===== config.mk =====
export PLATFORM = sky130hd
export DESIGN_NAME = audio_fill_sched
export DESIGN_NICKNAME = d
export VERILOG_FILES = /design/src/rtl/audio_pkg.sv /design/src/rtl/syncro_2.sv /design/src/rtl/audio_fill_sched.sv
export SDC_FILE = /design/constraint.sdc
export NUM_CORES = 1
export LEC_CHECK = 0
export CAP_MARGIN = 40
export CORE_MARGIN = 4
export CORE_UTILIZATION = 48
export CTS_CLUSTER_SIZE = 25
export DETAILED_ROUTE_END_ITERATION = 12
export GPL_ROUTABILITY_DRIVEN = 1
export PLACE_DENSITY = 0.85
export SYNTH_ARGS = -nofsm -noshare
export SYNTH_HDL_FRONTEND = slang
export SYNTH_HIERARCHICAL = 1
export SYNTH_SLANG_ARGS = --single-unit

===== constraint.sdc =====
create_clock -name clk -period 2.6 [get_ports clk]
set_input_delay 0.39 -clock clk [delete_from_list [all_inputs] [get_ports clk]]
set_output_delay 0.39 -clock clk [all_outputs]
set_load 0.05 [all_outputs]

===== src/rtl/audio_pkg.sv =====
// Shared types and constants for the audio fill path: scheduler state encoding,
// default FIFO sizing and the LRCK synchronizer depth.
package audio_pkg;

  typedef enum logic [2:0] {
    IDLE = 3'd0,
    TRIG = 3'd1,
    WAIT = 3'd2,
    GAP  = 3'd3,
    DONE = 3'd4
  } sched_state_t;

  localparam int DEF_FIFO_WIDTH = 6;
  localparam int SYNC_LATENCY   = 2;

endpackage


===== src/rtl/syncro_2.sv =====
// Multi-flop synchronizer for a single-bit level crossing into the clk domain.
module syncro_2 #(
  parameter int STAGES = 2
) (
  input  logic clk,
  input  logic reset_n,
  input  logic d,
  output logic q
);

  logic [STAGES-1:0] sync_q;

  always_ff @(posedge clk or negedge reset_n) begin
    if (!reset_n) sync_q <= '0;
    else          sync_q <= {sync_q[STAGES-2:0], d};
  end

  assign q = sync_q[STAGES-1];

endmodule


===== src/rtl/audio_fill_sched.sv =====
// Per-period trigger sequencer for the synth engine -> L/R sample FIFO fill path,
// with I2S free-run fallback. Sticky overrun flag built when AUD_SCHED_OVERRUN_EN is defined.
module audio_fill_sched
  import audio_pkg::*;
#(
  parameter int FIFO_WIDTH = DEF_FIFO_WIDTH,
  parameter int TRIG_GAP   = 2
) (
  input  logic                clk,
  input  logic                reset_n,
  input  logic [FIFO_WIDTH:0] buffersize,
  input  logic                cycle_start,
  input  logic                lrck,
  input  logic                engine_done,
  input  logic [FIFO_WIDTH:0] fifo_level,
`ifdef AUD_SCHED_OVERRUN_EN
  input  logic                overrun_clr,
  output logic                overrun,
`endif
  output logic                trig,
  output logic                i2s_enable,
  output logic                busy,
  output logic                cycle_done,
  output logic [FIFO_WIDTH:0] sample_count
);

  localparam int               CNT_W      = FIFO_WIDTH + 1;
  localparam logic [CNT_W-1:0] FIFO_DEPTH = CNT_W'(2 ** FIFO_WIDTH);
  localparam int               GAP_W      = (TRIG_GAP > 2) ? $clog2(TRIG_GAP) : 1;
  localparam logic [GAP_W-1:0] GAP_LAST   = GAP_W'((TRIG_GAP > 0) ? TRIG_GAP - 1 : 0);

  sched_state_t     state;
  logic [CNT_W-1:0] bs_q;
  logic [CNT_W-1:0] cnt_next;
  logic [GAP_W-1:0] gap_cnt;
  logic             fifo_room;
  logic             start_ok;
  logic             i2s_mode;
  logic             lrck_s_p0;
  logic             lrck_s_p1;
  logic             lrck_rise;

  // Stage p0: LRCK resynchronized into clk
  syncro_2 #(
    .STAGES (SYNC_LATENCY)
  ) u_lrck_sync (
    .clk     (clk),
    .reset_n (reset_n),
    .d       (lrck),
    .q       (lrck_s_p0)
  );

  // Stage p1: previous synced level for edge detection
  always_ff @(posedge clk or negedge reset_n) begin
    if (!reset_n) lrck_s_p1 <= 1'b0;
    else          lrck_s_p1 <= lrck_s_p0;
  end

  assign lrck_rise  = lrck_s_p0 & ~lrck_s_p1;
  assign fifo_room  = (fifo_level < FIFO_DEPTH);
  assign start_ok   = cycle_start && (buffersize != '0);
  assign i2s_mode   = (state == IDLE) && (buffersize == '0);
  assign cnt_next   = sample_count + CNT_W'(1);
  assign busy       = (state != IDLE);
  assign i2s_enable = i2s_mode;

  // bs_q is only consulted in WAIT, after it has been loaded on period start
  always_ff @(posedge clk) begin
    if (state == IDLE && start_ok) bs_q <= buffersize;
  end

  always_ff @(posedge clk or negedge reset_n) begin
    if (!reset_n) begin
      state        <= IDLE;
      trig         <= 1'b0;
      cycle_done   <= 1'b0;
      sample_count <= '0;
      gap_cnt      <= '0;
    end else begin
      trig       <= 1'b0;
      cycle_done <= 1'b0;
      unique case (state)
        IDLE: begin
          if (start_ok) begin
            sample_count <= '0;
            state        <= TRIG;
          end else if (i2s_mode && lrck_rise) begin
            trig <= 1'b1;
          end
        end
        TRIG: begin
          if (fifo_room) begin
            trig  <= 1'b1;
            state <= WAIT;
          end
        end
        WAIT: begin
          if (engine_done) begin
            sample_count <= cnt_next;
            if (cnt_next == bs_q) begin
              cycle_done <= 1'b1;
              state      <= DONE;
            end else if (TRIG_GAP == 0) begin
              state <= TRIG;
            end else begin
              gap_cnt <= '0;
              state   <= GAP;
            end
          end
        end
        GAP: begin
          if (gap_cnt == GAP_LAST) state <= TRIG;
          else                     gap_cnt <= gap_cnt + GAP_W'(1);
        end
        DONE:    state <= IDLE;
        default: state <= IDLE;
      endcase
    end
  end

`ifdef AUD_SCHED_OVERRUN_EN
  // A new period requested before the current one finished; set beats clear
  always_ff @(posedge clk or negedge reset_n) begin
    if (!reset_n)                          overrun <= 1'b0;
    else if (cycle_start && state != IDLE) overrun <= 1'b1;
    else if (overrun_clr)                  overrun <= 1'b0;
  end
`endif

endmodule


==> impl_results.html <==
<table>
<tr><th>Metric</th><th>Value</th></tr>
<tr><th colspan="2">Clock tree</th></tr>
<tr><td>Total setup buffers inserted after CTS</td><td>0</td></tr>
<tr><td>CTS clock-pin slew for the worst setup and hold paths</td><td>0.12 ns</td></tr>
<tr><td># clock sinks</td><td>23</td></tr>
<tr><td>Number of instances resized during post-cts repair</td><td>0</td></tr>
<tr><td>Clock buffer depth</td><td>2</td></tr>
<tr><td>Total of hold buffers inserted after clock tree synthesis</td><td>0</td></tr>
<tr><td>Cts bufs inserted</td><td>3</td></tr>
<tr><td>Clock root buffer</td><td>sky130_fd_sc_hd__clkbuf_4</td></tr>
<tr><td>H-tree depth</td><td>1</td></tr>
<tr><td>TritonCTS clock tree</td><td>yes</td></tr>
<tr><td>Clock Latency Late Sink</td><td>0.31 ns</td></tr>
<tr><th colspan="2">Power and ir drop</th></tr>
<tr><td>Internal Pwr Total</td><td>0.0006732 W</td></tr>
<tr><td>Proportion of power drawn by flip-flops and latches</td><td>46.4%</td></tr>
<tr><td>Worst ir drop on vdd</td><td>0.0006159 V</td></tr>
<tr><td>Combinational cell fraction of total power</td><td>38.9%</td></tr>
<tr><td>Portion of total power attributed to the clock network</td><td>14.7%</td></tr>
<tr><td>Net Sw Frac</td><td>38.78%</td></tr>
<tr><td>Pleak</td><td>0.5578 nW</td></tr>
<tr><td>Areal power density over the cells</td><td>746.0 nW/um^2</td></tr>
<tr><td>Switching component of the power</td><td>0.0004264 W</td></tr>
<tr><th colspan="2">Cells and area</th></tr>
<tr><td>Net count of the finished layout</td><td>153</td></tr>
<tr><td>Final core area utilization</td><td>64.76%</td></tr>
<tr><td>Most frequent cells in the layout</td><td>sky130_fd_sc_hd__clkdlybuf4s50_1 (22), sky130_fd_sc_hd__dfrtp_1 (16), sky130_fd_sc_hd__nand2_1 (7), sky130_fd_sc_hd__o21ai_0 (7), sky130_fd_sc_hd__edfxtp_1 (7)</td></tr>
<tr><td>Synthesis-to-layout area growth</td><td>24.26%</td></tr>
<tr><td>Antenna cells</td><td>0</td></tr>
<tr><td>Most common library cell in the layout ignoring fill and taps</td><td>sky130_fd_sc_hd__clkdlybuf4s50_1</td></tr>
<tr><td>Proportion of layout cells with a drive suffix above 1</td><td>12.12%</td></tr>
<tr><td>Final instance count without filler cells</td><td>160</td></tr>
<tr><th colspan="2">Timing</th></tr>
<tr><td>Final count of pins violating max slew</td><td>0</td></tr>
<tr><td>Pin slew with the least headroom to its limit</td><td>0.7077 ns</td></tr>
<tr><td>Hold Worst Slack</td><td>0.3695 ns</td></tr>
<tr><td>Final-layout setup total negative slack</td><td>0 ns</td></tr>
<tr><td>Worst slew margin relative to its limit</td><td>52.67%</td></tr>
<tr><td># setup viols final</td><td>0</td></tr>
<tr><td>Fmax</td><td>427.0 MHz</td></tr>
<tr><td>Crit share post-route</td><td>90.08%</td></tr>
<tr><td>Final hold violations</td><td>0</td></tr>
<tr><td>Clock skew after layout</td><td>0.003456 ns</td></tr>
<tr><td>Setup repair after global routing missed its margin</td><td>false</td></tr>
<tr><td>Final min period</td><td>2.342 ns</td></tr>
<tr><th colspan="2">Place</th></tr>
<tr><td>Post-detailed-placement half-perimeter wirelength</td><td>1754 um</td></tr>
<tr><td>Gp weighted congestion</td><td>0.7869</td></tr>
<tr><td>Number of port buffers</td><td>23</td></tr>
<tr><td>Post-Place Cells</td><td>156</td></tr>
<tr><th colspan="2">Synthesis</th></tr>
<tr><td>Number of unique standard cell types used by synthesis</td><td>39</td></tr>
<tr><td>Mean post-synth cell area</td><td>10.88 um^2</td></tr>
<tr><td>Gate Count Post-Synth</td><td>109</td></tr>
<tr><td>Synth Register Bits</td><td>23</td></tr>
<tr><td>Area of the mapped netlist</td><td>1186 um^2</td></tr>
<tr><td>Share of the yosys chip area belonging to registers</td><td>51.48%</td></tr>
<tr><td>Nets in the synthesized netlist</td><td>129</td></tr>
<tr><td>Yosys warns</td><td>6</td></tr>
<tr><th colspan="2">Global routing</th></tr>
<tr><td>Number of global-route vias before repair</td><td>894</td></tr>
<tr><td>Antenna violations before repair</td><td>0</td></tr>
<tr><td>Largest net degree at the start of global routing</td><td>17</td></tr>
<tr><td>Global-route wire length before repair</td><td>3705 um</td></tr>
<tr><td>Gr ovfl total</td><td>0</td></tr>
<tr><td>GR Util All Layers</td><td>14.49%</td></tr>
<tr><th colspan="2">Floorplanning</th></tr>
<tr><td>Starting Density</td><td>52.12%</td></tr>
<tr><td>Full die area</td><td>3330 um^2</td></tr>
<tr><td>Count of standard-cell rows</td><td>17</td></tr>
<tr><td>Vert. Die Dim</td><td>57.71 um</td></tr>
<tr><td>Core box area</td><td>2276 um^2</td></tr>
<tr><td>Die Width</td><td>57.71 um</td></tr>
<tr><td>IO Count</td><td>30</td></tr>
<tr><th colspan="2">Status</th></tr>
<tr><td>Run status</td><td>finished, final reports clean</td></tr>
<tr><th colspan="2">Worst setup path</th></tr>
<tr><td>Kind of start point of the critical path</td><td>register</td></tr>
<tr><td>Data required time at the worst endpoint</td><td>2.21 ns</td></tr>
<tr><td>Crit path DAT</td><td>1.95 ns</td></tr>
<tr><td>CP max FO</td><td>10</td></tr>
<tr><td>Setup CP Type</td><td>reg2out</td></tr>
<tr><td>Setup crit end kind</td><td>output pin</td></tr>
<tr><th colspan="2">Routing</th></tr>
<tr><td>Highest routed layer</td><td>met4</td></tr>
<tr><td>Routed length on met1</td><td>1042 um</td></tr>
<tr><td>Number of vias per cell</td><td>5.800</td></tr>
<tr><td>Number of remaining DRC errors</td><td>0</td></tr>
<tr><td>Length of routed met2 wiring</td><td>1134 um</td></tr>
<tr><td>Average wire length per cell after detail routing</td><td>14.36 um</td></tr>
<tr><td>Number of nets with antenna violations after routing</td><td>0</td></tr>
<tr><td>Detailed-routing iteration count for the pre-antenna-repair pass</td><td>4</td></tr>
<tr><td>Starting DRC count in detailed routing</td><td>8</td></tr>
<tr><td>WL final</td><td>2298 um</td></tr>
<tr><td>Total length of routed met3 wires</td><td>86 um</td></tr>
<tr><td>Vias post-DR</td><td>928</td></tr>
<tr><th colspan="2">Job</th></tr>
<tr><td>Count of maximum capacitance violations</td><td>0</td></tr>
<tr><th colspan="2">Hold path</th></tr>
<tr><td>Min-Delay Path Class</td><td>reg2reg</td></tr>
</table>
## path summary, 6_finish.rpt
path,from,endpoint,slack (ns),depth (start not counted)
max,state[1],busy,0.26,3
min,u_lrck_sync/sync_q[0],u_lrck_sync/sync_q[1],0.37,0
max reg2reg,sample_count[0],gap_cnt,0.50,6
min reg2reg,u_lrck_sync/sync_q[0],u_lrck_sync/sync_q[1],0.37,0
max in group asynchronous,reset_n,cycle_done,1.67,1
min in group asynchronous,reset_n,sample_count[6],0.49,1
## flip-flops by register name (all words and copies together), names as in the netlist
signal	flops
trig	1
gap_cnt	1
sample_count	7
bs_q	7
cycle_done	1
lrck_s_p1	1
state	3
u_lrck_sync/sync_q	2
## cells in the mapped netlist
library cell,number,area (um^2)
sky130_fd_sc_hd__nand3_2,1,10.01
sky130_fd_sc_hd__nor2_1,4,15.01
sky130_fd_sc_hd__nor4_4,1,21.27
sky130_fd_sc_hd__a31oi_1,4,25.02
sky130_fd_sc_hd__nor2b_1,2,12.51
sky130_fd_sc_hd__nor4b_1,1,8.760
sky130_fd_sc_hd__nand3b_1,1,7.510
sky130_fd_sc_hd__o311ai_2,1,16.27
sky130_fd_sc_hd__nand2_1,7,26.28
sky130_fd_sc_hd__and3_2,2,15.01
sky130_fd_sc_hd__or4b_4,1,13.76
sky130_fd_sc_hd__nor4_1,4,25.02
sky130_fd_sc_hd__dfrtp_1,16,400.4
sky130_fd_sc_hd__a21o_2,1,8.760
sky130_fd_sc_hd__edfxtp_1,7,210.2
sky130_fd_sc_hd__inv_1,3,11.26
sky130_fd_sc_hd__o31ai_1,2,15.01
sky130_fd_sc_hd__a2111oi_2,1,15.01
sky130_fd_sc_hd__nor3b_1,2,15.01
sky130_fd_sc_hd__nor4bb_1,1,10.01
sky130_fd_sc_hd__xnor2_1,2,17.52
sky130_fd_sc_hd__nor4b_2,1,15.01
sky130_fd_sc_hd__o41ai_1,2,17.52
sky130_fd_sc_hd__a22o_1,2,17.52
sky130_fd_sc_hd__nor3_1,6,30.03
sky130_fd_sc_hd__clkbuf_1,2,7.510
sky130_fd_sc_hd__o21ai_0,7,35.03
sky130_fd_sc_hd__buf_2,3,15.01
sky130_fd_sc_hd__and3_1,1,6.260
sky130_fd_sc_hd__nand2b_1,3,18.77
sky130_fd_sc_hd__o21ai_1,3,15.01
sky130_fd_sc_hd__nor3_2,1,10.01
sky130_fd_sc_hd__ha_1,1,12.51
sky130_fd_sc_hd__nand3_1,2,10.01
sky130_fd_sc_hd__o211ai_1,1,7.510
sky130_fd_sc_hd__xor2_1,3,26.28
sky130_fd_sc_hd__a21oi_1,4,20.02
sky130_fd_sc_hd__a211oi_1,2,15.01
sky130_fd_sc_hd__a21o_1,1,7.510
## routing by layer
metal | up-vias | global-route usage [%]
li1 | 468 | -
met1 | 439 | 17.28
met2 | 17 | 25.32
met3 | 4 | 2.895
met4 | 0 | 5.960
met5 | - | 0
## logic make-up after synthesis
group                    after synthesis  share of synthesized area [%]
flip-flops                            23                          51.48
adder cells (fa/ha/maj)                1                          1.055
AND/OR/NAND/NOR                       41                          22.78
buffers and inverters                  8                          2.848
XOR/XNOR                               5                          3.693
AO/OA/AOI/OAI                         31                          18.14
## critical path, cell delays in order, from the launching register on
cell and delay (ns):
sky130_fd_sc_hd__dfrtp_1 0.50, sky130_fd_sc_hd__nor3_1 0.31, sky130_fd_sc_hd__inv_1 0.12, sky130_fd_sc_hd__clkdlybuf4s50_1 0.72
## final cells by class
cell class	instances	area, um^2
repair buffers	24	247.7
well taps	28	35.03
clock buffers	3	22.52
multi-input cells	78	541.8
fillers	171	802.0
inverters	3	11.26
flip-flops and latches	23	610.6
clock inverters	1	5.005
## metrics by stage
step | worst slack [ns] | total power [W] | instance area [um^2]
2_1_floorplan | 0.3619 | 0.0008145 | 1186
3_3_place_gp | 0.5179 | 0.0009263 | 1446
3_5_place_dp | 0.5073 | 0.0009435 | 1446
4_1_cts | 0.2448 | 0.001109 | 1474
5_1_grt | 0.1443 | 0.001166 | 1474
6_report | 0.2579 | 0.001100 | 1474
## power groups by stage
stage	logic [W]	clock network, W	registers, W
floorplan	0.000284	0	0.000530
global placement	0.000414	0	0.000513
detailed placement	0.000428	0	0.000516
CTS	0.000430	0.000170	0.000509
global route	0.000462	0.000183	0.000520
finish	0.000428	0.000162	0.000510
No activity file was read; power rests on OpenSTA's default activity.
